### config.mk
export PLATFORM = sky130hd
export DESIGN_NAME = window_gen3x3
export DESIGN_NICKNAME = d
export VERILOG_FILES = /design/src/rtl/imgpipe_pkg.sv /design/src/rtl/line_buf.sv /design/src/rtl/window_gen3x3.sv
export SDC_FILE = /design/constraint.sdc
export NUM_CORES = 1
export LEC_CHECK = 0
export BUFFER_PORTS_ARGS = -buffer_cell sky130_fd_sc_hd__buf_2
export CAP_MARGIN = 20
export CELL_PAD_IN_SITES_DETAIL_PLACEMENT = 1
export CELL_PAD_IN_SITES_GLOBAL_PLACEMENT = 1
export CORE_MARGIN = 2
export CORE_UTILIZATION = 55
export CTS_CLUSTER_SIZE = 24
export DETAILED_ROUTE_END_ITERATION = 10
export PLACE_DENSITY = 0.82
export SLEW_MARGIN = 20
export SYNTH_ARGS = -nofsm -noshare
export SYNTH_HDL_FRONTEND = slang
export SYNTH_SLANG_ARGS = --single-unit
### constraint.sdc
create_clock -name clk -period 8.15 [get_ports clk]
set_input_delay 1.63 -clock clk [delete_from_list [all_inputs] [get_ports clk]]
set_output_delay 1.63 -clock clk [all_outputs]
set_load 0.02 [all_outputs]
### src/rtl/imgpipe_pkg.sv
// Shared definitions for the image pipeline: pixel width, default frame size,
// window-generator state encoding and a width helper.
package imgpipe_pkg;

    localparam int PIX_W     = 8;
    localparam int DEF_IMG_W = 64;
    localparam int DEF_IMG_H = 64;

    typedef enum logic {
        WIN_FILL = 1'b0,
        WIN_RUN  = 1'b1
    } win_state_e;

    // Counter width for a 0..n-1 range, never narrower than one bit.
    function automatic int clog2_min1(input int n);
        return (n <= 2) ? 1 : $clog2(n);
    endfunction

endpackage

### src/rtl/line_buf.sv
// One image line of storage: combinational read and registered write at the
// same address, so a read in the write cycle returns the old (previous-line) value.
module line_buf
    import imgpipe_pkg::*;
#(
    parameter  int DEPTH = DEF_IMG_W,
    parameter  int DW    = PIX_W,
    localparam int AW    = clog2_min1(DEPTH)
) (
    input  logic          clk,
    input  logic          we_i,
    input  logic [AW-1:0] addr_i,
    input  logic [DW-1:0] wdata_i,
    output logic [DW-1:0] rdata_o
);

    logic [DW-1:0] mem_q [DEPTH];

    // NOTE: the storage array has no reset; every location is rewritten before
    // it can reach a valid window, so clearing it would only cost logic.
    always_ff @(posedge clk) begin
        if (we_i) begin
            mem_q[addr_i] <= wdata_i;
        end
    end

    assign rdata_o = mem_q[addr_i];

endmodule

### src/rtl/window_gen3x3.sv
// Raster stream to 3x3 neighbourhood generator feeding the Sobel stage.
// Optional WINGEN_SOF_EN adds in_sof to resynchronise framing at any pixel.
module window_gen3x3
    import imgpipe_pkg::*;
#(
    parameter  int IMG_W = DEF_IMG_W,
    parameter  int IMG_H = DEF_IMG_H,
    parameter  int DW    = PIX_W,
    localparam int XW    = clog2_min1(IMG_W),
    localparam int YW    = clog2_min1(IMG_H)
) (
    input  logic          clk,
    input  logic          rst_n,
    input  logic          in_valid,
`ifdef WINGEN_SOF_EN
    input  logic          in_sof,
`endif
    input  logic [DW-1:0] in_pixel,
    output logic          win_valid,
    output logic [DW-1:0] p00,
    output logic [DW-1:0] p01,
    output logic [DW-1:0] p02,
    output logic [DW-1:0] p10,
    output logic [DW-1:0] p11,
    output logic [DW-1:0] p12,
    output logic [DW-1:0] p20,
    output logic [DW-1:0] p21,
    output logic [DW-1:0] p22,
    output logic [XW-1:0] win_x,
    output logic [YW-1:0] win_y,
    output logic          frame_done
);

    typedef logic [2:0][2:0][DW-1:0] window_t;

    logic [XW-1:0] col_q, col_d;
    logic [YW-1:0] row_q, row_d;
    win_state_e    state_q, state_d;
    window_t       win_q, win_d;
    logic          wv_q, wv_d;
    logic [XW-1:0] wx_q, wx_d;
    logic [YW-1:0] wy_q, wy_d;
    logic          fd_q, fd_d;

    logic          sof;
    logic [XW-1:0] lb_addr;
    logic [DW-1:0] lb0_rd, lb1_rd;

`ifdef WINGEN_SOF_EN
    assign sof = in_valid & in_sof;
`else
    assign sof = 1'b0;
`endif

    // A start-of-frame pixel is stored as column 0 whatever the counter says.
    assign lb_addr = sof ? '0 : col_q;

    line_buf #(.DEPTH(IMG_W), .DW(DW)) u_lb1 (
        .clk     (clk),
        .we_i    (in_valid),
        .addr_i  (lb_addr),
        .wdata_i (in_pixel),
        .rdata_o (lb1_rd)
    );

    line_buf #(.DEPTH(IMG_W), .DW(DW)) u_lb0 (
        .clk     (clk),
        .we_i    (in_valid),
        .addr_i  (lb_addr),
        .wdata_i (lb1_rd),
        .rdata_o (lb0_rd)
    );

    // NOTE: every signal driven here gets a default first, so no path can
    // leave it unassigned and infer a latch.
    always_comb begin
        col_d   = col_q;
        row_d   = row_q;
        state_d = state_q;
        win_d   = win_q;
        wv_d    = 1'b0;
        wx_d    = wx_q;
        wy_d    = wy_q;
        fd_d    = 1'b0;

        if (in_valid) begin
            for (int r = 0; r < 3; r++) begin
                win_d[r][0] = win_q[r][1];
                win_d[r][1] = win_q[r][2];
            end
            win_d[0][2] = lb0_rd;
            win_d[1][2] = lb1_rd;
            win_d[2][2] = in_pixel;

            if (sof) begin
                col_d   = XW'(1);
                row_d   = '0;
                state_d = WIN_FILL;
            end else begin
                wv_d = (state_q == WIN_RUN) && (col_q >= XW'(2));
                if (wv_d) begin
                    wx_d = col_q - XW'(1);
                    wy_d = row_q - YW'(1);
                end
                fd_d = (col_q == XW'(IMG_W - 1)) && (row_q == YW'(IMG_H - 1));

                if (col_q == XW'(IMG_W - 1)) begin
                    col_d = '0;
                    if (row_q == YW'(IMG_H - 1)) begin
                        row_d   = '0;
                        state_d = WIN_FILL;
                    end else begin
                        row_d = row_q + YW'(1);
                        if (row_q == YW'(1)) begin
                            state_d = WIN_RUN;
                        end
                    end
                end else begin
                    col_d = col_q + XW'(1);
                end
            end
        end
    end

    // NOTE: state updates use non-blocking assignments so every register
    // samples the pre-edge value of every other register.
    always_ff @(posedge clk) begin
        if (!rst_n) begin
            col_q   <= '0;
            row_q   <= '0;
            state_q <= WIN_FILL;
            win_q   <= '0;
            wv_q    <= 1'b0;
            wx_q    <= '0;
            wy_q    <= '0;
            fd_q    <= 1'b0;
        end else begin
            col_q   <= col_d;
            row_q   <= row_d;
            state_q <= state_d;
            win_q   <= win_d;
            wv_q    <= wv_d;
            wx_q    <= wx_d;
            wy_q    <= wy_d;
            fd_q    <= fd_d;
        end
    end

    assign win_valid  = wv_q;
    assign p00        = win_q[0][0];
    assign p01        = win_q[0][1];
    assign p02        = win_q[0][2];
    assign p10        = win_q[1][0];
    assign p11        = win_q[1][1];
    assign p12        = win_q[1][2];
    assign p20        = win_q[2][0];
    assign p21        = win_q[2][1];
    assign p22        = win_q[2][2];
    assign win_x      = wx_q;
    assign win_y      = wy_q;
    assign frame_done = fd_q;

endmodule
==> results of run 1 <==
==> per-layer routing <==
layer | up-vias | track usage | part of all wire | wire (µm)
li1 | 9198 | - | - | -
met2 | 1564 | 0.483 | 0.49 | 58400
met3 | 355 | 0.0654 | 0.10 | 12000
met1 | 12203 | 0.392 | 0.36 | 43600
met5 | - | 0 | 0.00021 | 25
met4 | 4 | 0.138 | 0.049 | 5940
==> cell usage in the layout (no fill, tap or decap), types with 8 or more instances in the layout <==
master,count
edfxtp_1,1024
mux4_2,212
mux2i_1,200
nor2_1,177
clkbuf_16,109
dfxtp_1,99
buf_4,96
buf_2,94
nand2_1,50
o21ai_0,29
o22ai_1,27
clkbuf_1,27
clkinv_1,26
clkinv_2,17
mux2_2,15
a21oi_1,15
a22o_1,12
nand2b_1,11
mux4_1,11
nand4_1,10
nor4_1,10
xor2_1,10
bufinv_16,10
nor2b_1,9
a22oi_1,8
nand3_1,8
a211oi_2,8
==> where the power goes <==
| part | internal [mW] | total [mW] | switching [mW] | leakage, nW |
|---|---|---|---|---|
| combinational | 0.264 | 0.809 | 0.545 | 4.16 |
| clock | 2.85 | 5.08 | 2.23 | 1.74 |
| sequential | 6.44 | 6.50 | 0.0604 | 10.1 |
| total | 9.56 | 12.4 | 2.84 | 16.0 |
==> per-stage QoR <==
step,utilization,hold slack (ns),std cells,cell area (µm²)
final,0.622,0.471,3506,48900
after CTS,0.621,0.479,3506,48900
after floorplan,-,0.484,2184,43600
after global placement,0.576,0.466,3299,45400
after detailed placement,0.576,0.471,3299,45400
after global routing,0.622,0.512,3506,48900
==> flip-flops by register name, summed over array words and instances (netlist names), 6 cells and up, named ones only <==
signal       flops
win_x            6
p01              8
p22              8
u_lb1.mem_q    512
p20              8
p12              8
u_lb0.mem_q    512
win_y            6
p11              8
col_q            6
p21              8
row_q            6
p10              8
p00              8
p02              8
==> area by class of cell <==
| type | count | area, µm² | share of cell area |
|---|---|---|---|
| timing repair buffer | 191 | 1210 | 0.0247 |
| clock buffer | 142 | 2910 | 0.0595 |
| tap | 1050 | 1310 | 0.0268 |
| clock inverter | 65 | 668 | 0.0137 |
| sequential | 1129 | 32900 | 0.672 |
| inverter | 9 | 33.8 | 0.000690 |
| multi-input combinational | 920 | 9940 | 0.203 |
==> worst min-delay path: cells and delay by family, from the launching register on <==
family | cells | cell delay (ns)
flops | 1 | 0.32
simple gates | 1 | 0.05
compound gates | 1 | 0.05
==> final timing paths <==
kind,from,endpoint,cells after the start
setup / recovery,flop,u_lb0.mem_q[44][2],7
hold / removal,win_y[1],win_y[1],2
setup reg to reg,flop,u_lb0.mem_q[44][2],7
hold reg to reg,win_y[1],win_y[1],2
==> cell families after synthesis <==
group	share of synthesized area
AOI/OAI and AO/OA	0.0252
xor gates and xnor gates	0.00341
adders and majority gates	0.00172
buffers and inverters	0.0195
muxes	0.166
DFF	0.753
and+or+nand+nor	0.0309
==> flow_summary.toml, run 1 <==
[status]
status = "finished, final reports clean"

[yosys]
ys_warn_count = 0
synthCells = 2184
synth_top_area_frac = 0.705
yosysMostFrequentCell = "edfxtp_1"
netlist_top_cells_area = "edfxtp_1, mux4_2, dfxtp_1"
synthArstFlopShare = 0
ys_seq_area_frac = 0.753
ys_ff_latch = 1129
syn-cell-area_mm2 = 0.0436
synth_common_cells = "edfxtp_1, mux4_2, mux2i_1, nor2_1, dfxtp_1"
synth_ff_type = "edfxtp_1"
synth_cell_types = 66
syn_area_per_cell_um2 = 20.0
yosysTopAreaCell = "edfxtp_1"
syn_nets = 2201
synth_edf_count = 1024

[die]
io_pins = 97
core_mm2 = 0.0787
initial_core_util = 0.554
die_h_um = 286
die_x_um = 286
row_count = 103
dieArea_mm2 = 0.0816

[placed_design]
portBuffers = 96
place_hpwl_mm = 68.5
pre_cts_ws_ns = 3.44
place_congestion = 0.887

[power]
ir_worst_vdd_mv = 0.176
p_leak_nw = 16.0
p_per_area_mw_per_mm2 = 253
finalPower_mw = 12.4

[timing]
fin_ws_ns = 3.38
fin_crit_ns = 4.77
finalSetupViolations = 0
hold_viol = 0
rsz0062_at_grt = "no"
relSlewSlack = 0.283
fin_tns_setup_ns = 0
skew_ns = 0.0379
tightest_slew_ns = 1.07
fmax_ghz = 0.210
report.final.slew_viol_count = 0
period_share = 0.585

[setup_path]
cp_data_required_time_ns = 8.55
max_stage_delay_ns = 0.83
end_kind = "flop"
path_common_cell = "buf_4"
worstPathArrival_ns = 5.17
critPathMaxFanout = 59
cp-start-kind = "flop"
slowest_stage = "dfxtp_4"
crit_chain = "buf_4 > mux2i_1 > a22o_1 > o21ai_0 > nand4_1 > nand2_2 > buf_4"
crit_buf_inv = 2
critPathTopFamily = "buffers and inverters"
critical_path_class = "reg2reg"
ff2ff_setup_slack_ns = 3.38

[finish]
drive_gt1_frac = 0.250
fin_nets = 2377
nFillCells = 6576
diodes = 0
area_delta_synth_final_pct = 12.2

[grt]
grtUsageTotal = 0.299
grt_remaining_overflow = 0
grt_pass1_wl_mm = 175
grt_max_degree = 83
grt_antenna_before_repair = 4
grt_pass1_vias = 24723

[clocking]
cts_resized = 0
cts_buffer_depth = 3
postCtsSetupBuffers = 0
hold_buffers = 0
cts_root_buf = "clkbuf_16"
path_clk_slew_ns = 0.07
clk_latency_ns = 0.70
htreeDepth = 3
cts_tree = "built"
cts_inserted_buffers = 109
cts_sinks = 1129

[routing]
avgViaCountPerCell = 6.65
drtIter0Drc = 2605
wl_per_cell_um = 34.2
dr.pass1.iters = 5
drt_wl_total_mm = 120
antenna_left = 0
vias = 23324
drcViolationCount = 0

[worst_hold_path]
min_path_type = "reg2reg"

[run]
maxCapViolations = 0
Note: power is estimated with default switching activity, not from simulation.
==> run 2, diff against run 1 <==
CORE_UTILIZATION = 50   (was 55)
PLACE_DENSITY = 0.79   (was 0.82)
clock period = 4.2 ns   (was 8.15 ns; I/O delays follow)
==> flow_summary.toml, run 2 (synthesis gave the netlist of run 1 again) <==
[die]
initial_core_util = 0.503
dieArea_mm2 = 0.0896
die_x_um = 299
die_h_um = 299
core_mm2 = 0.0866
row_count = 108
io_pins = 97

[placed_design]
place_congestion = 0.884
portBuffers = 96
place_hpwl_mm = 77.9
pre_cts_ws_ns = 0.626

[power]
p_per_area_mw_per_mm2 = 481
ir_worst_vdd_mv = 0.306
p_leak_nw = 16.3

[timing]
rsz0062_at_grt = "no"
fin_ws_ns = 0.539
period_share = 0.872
fin_crit_ns = 3.66
finalSetupViolations = 0
report.final.slew_viol_count = 0
hold_viol = 0
skew_ns = 0.0265
relSlewSlack = 0.227
tightest_slew_ns = 1.16
fmax_ghz = 0.273
fin_tns_setup_ns = 0

[setup_path]
r2r_end = "u_lb0.mem_q[18][6]"
worstPathArrival_ns = 4.18
cp-start-kind = "flop"
reg2regPathDepth = 7
critPathMaxFanout = 40
cp_data_required_time_ns = 4.72
critical_path_class = "reg2reg"
end_kind = "flop"
ff2ff_setup_slack_ns = 0.54

[grt]
grtUsageTotal = 0.286
grt_pass1_wl_mm = 181
grt_remaining_overflow = 0
grt_max_degree = 66
grt_pass1_vias = 24658
grt_antenna_before_repair = 4

[routing]
drtIter0Drc = 3201
avgViaCountPerCell = 6.48
dr.pass1.iters = 6
drcViolationCount = 0
antenna_left = 0
wl_per_cell_um = 34.7
vias = 23748
drt_wl_total_mm = 127

[clocking]
cts_sinks = 1129
cts_tree = "built"
cts_buffer_depth = 3
cts_root_buf = "clkbuf_16"
clk_latency_ns = 0.70
cts_inserted_buffers = 107
hold_buffers = 0
htreeDepth = 3
path_clk_slew_ns = 0.06
cts_resized = 0
postCtsSetupBuffers = 0

[worst_hold_path]
hold_path_end = "u_lb1.mem_q[6][3]"
min_path_cells = 1
min_path_type = "in2reg"
hold_start = "in_pixel[3]"

[status]
status = "finished, final reports clean"

[finish]
area_delta_synth_final_pct = 13.6
final_common_cell = "edfxtp_1"
drive_gt1_frac = 0.268
fin_nets = 2435
top_regs = "u_lb0.mem_q x512, u_lb1.mem_q x512"
utilization = 0.572
final_cell_mix = "edfxtp_1, mux4_2, mux2i_1"

[run]
maxCapViolations = 0
-- run 2: area by class of cell --
cell class | instances | area [µm²]
inverter | 9 | 33.8
sequential | 1129 | 32900
fill | 7489 | 37100
multi-input combinational | 920 | 9920
tap | 1155 | 1450
clock inverter | 68 | 649
clock buffer | 134 | 2800
timing repair buffer | 251 | 1790
antenna | 1 | 2.50
-- run 2: routing by layer --
layer	GRT usage	up-vias	part of all wire
met2	0.459	1657	0.48
li1	-	9325	-
met3	0.0628	383	0.10
met5	0	-	0.00018
met4	0.150	4	0.060
met1	0.368	12379	0.36
-- run 2: worst max-delay path by stage --
stage,to,slack [ns],from,cells after the start
finish,u_lb0.mem_q[18][6],0.54,flop,7
global route,u_lb0.mem_q[26][6],0.45,flop,7
CTS,u_lb0.mem_q[26][3],0.56,flop,8
detailed placement,u_lb0.mem_q[24][3],0.63,flop,8
global placement,u_lb0.mem_q[20][6],0.79,flop,7
floorplan,u_lb0.mem_q[0][3],1.39,flop,8
-- run 2: power by group --
part | leakage [nW] | switching [mW] | internal, mW
clock | 1.69 | 4.22 | 5.38
sequential | 10.1 | 0.127 | 12.5
combinational | 4.50 | 1.03 | 0.583
total | 16.3 | 5.38 | 18.5
-- run 2: worst max-delay path, stage by stage (launching register included) --
cell and delay (ns):
dfxtp_4 0.70, buf_4 0.37, nand2b_1 0.44, o22ai_1 0.15
o21ai_0 0.66, nand4_1 0.29, nand2_2 0.57, buf_12 0.28
-- run 2: metrics by stage --
step / instances / power [mW] / hold slack, ns / instance area (µm²)
4_1_cts: 3666 / 23.9 / 0.394 / 49500
2_1_floorplan: 2184 / 13.8 / 0.484 / 43600
3_3_place_gp: 3464 / 14.3 / 0.458 / 46100
5_1_grt: 3666 / 24.4 / 0.402 / 49500
6_report: 3667 / 23.8 / 0.418 / 49500
3_5_place_dp: 3464 / 14.4 / 0.459 / 46100
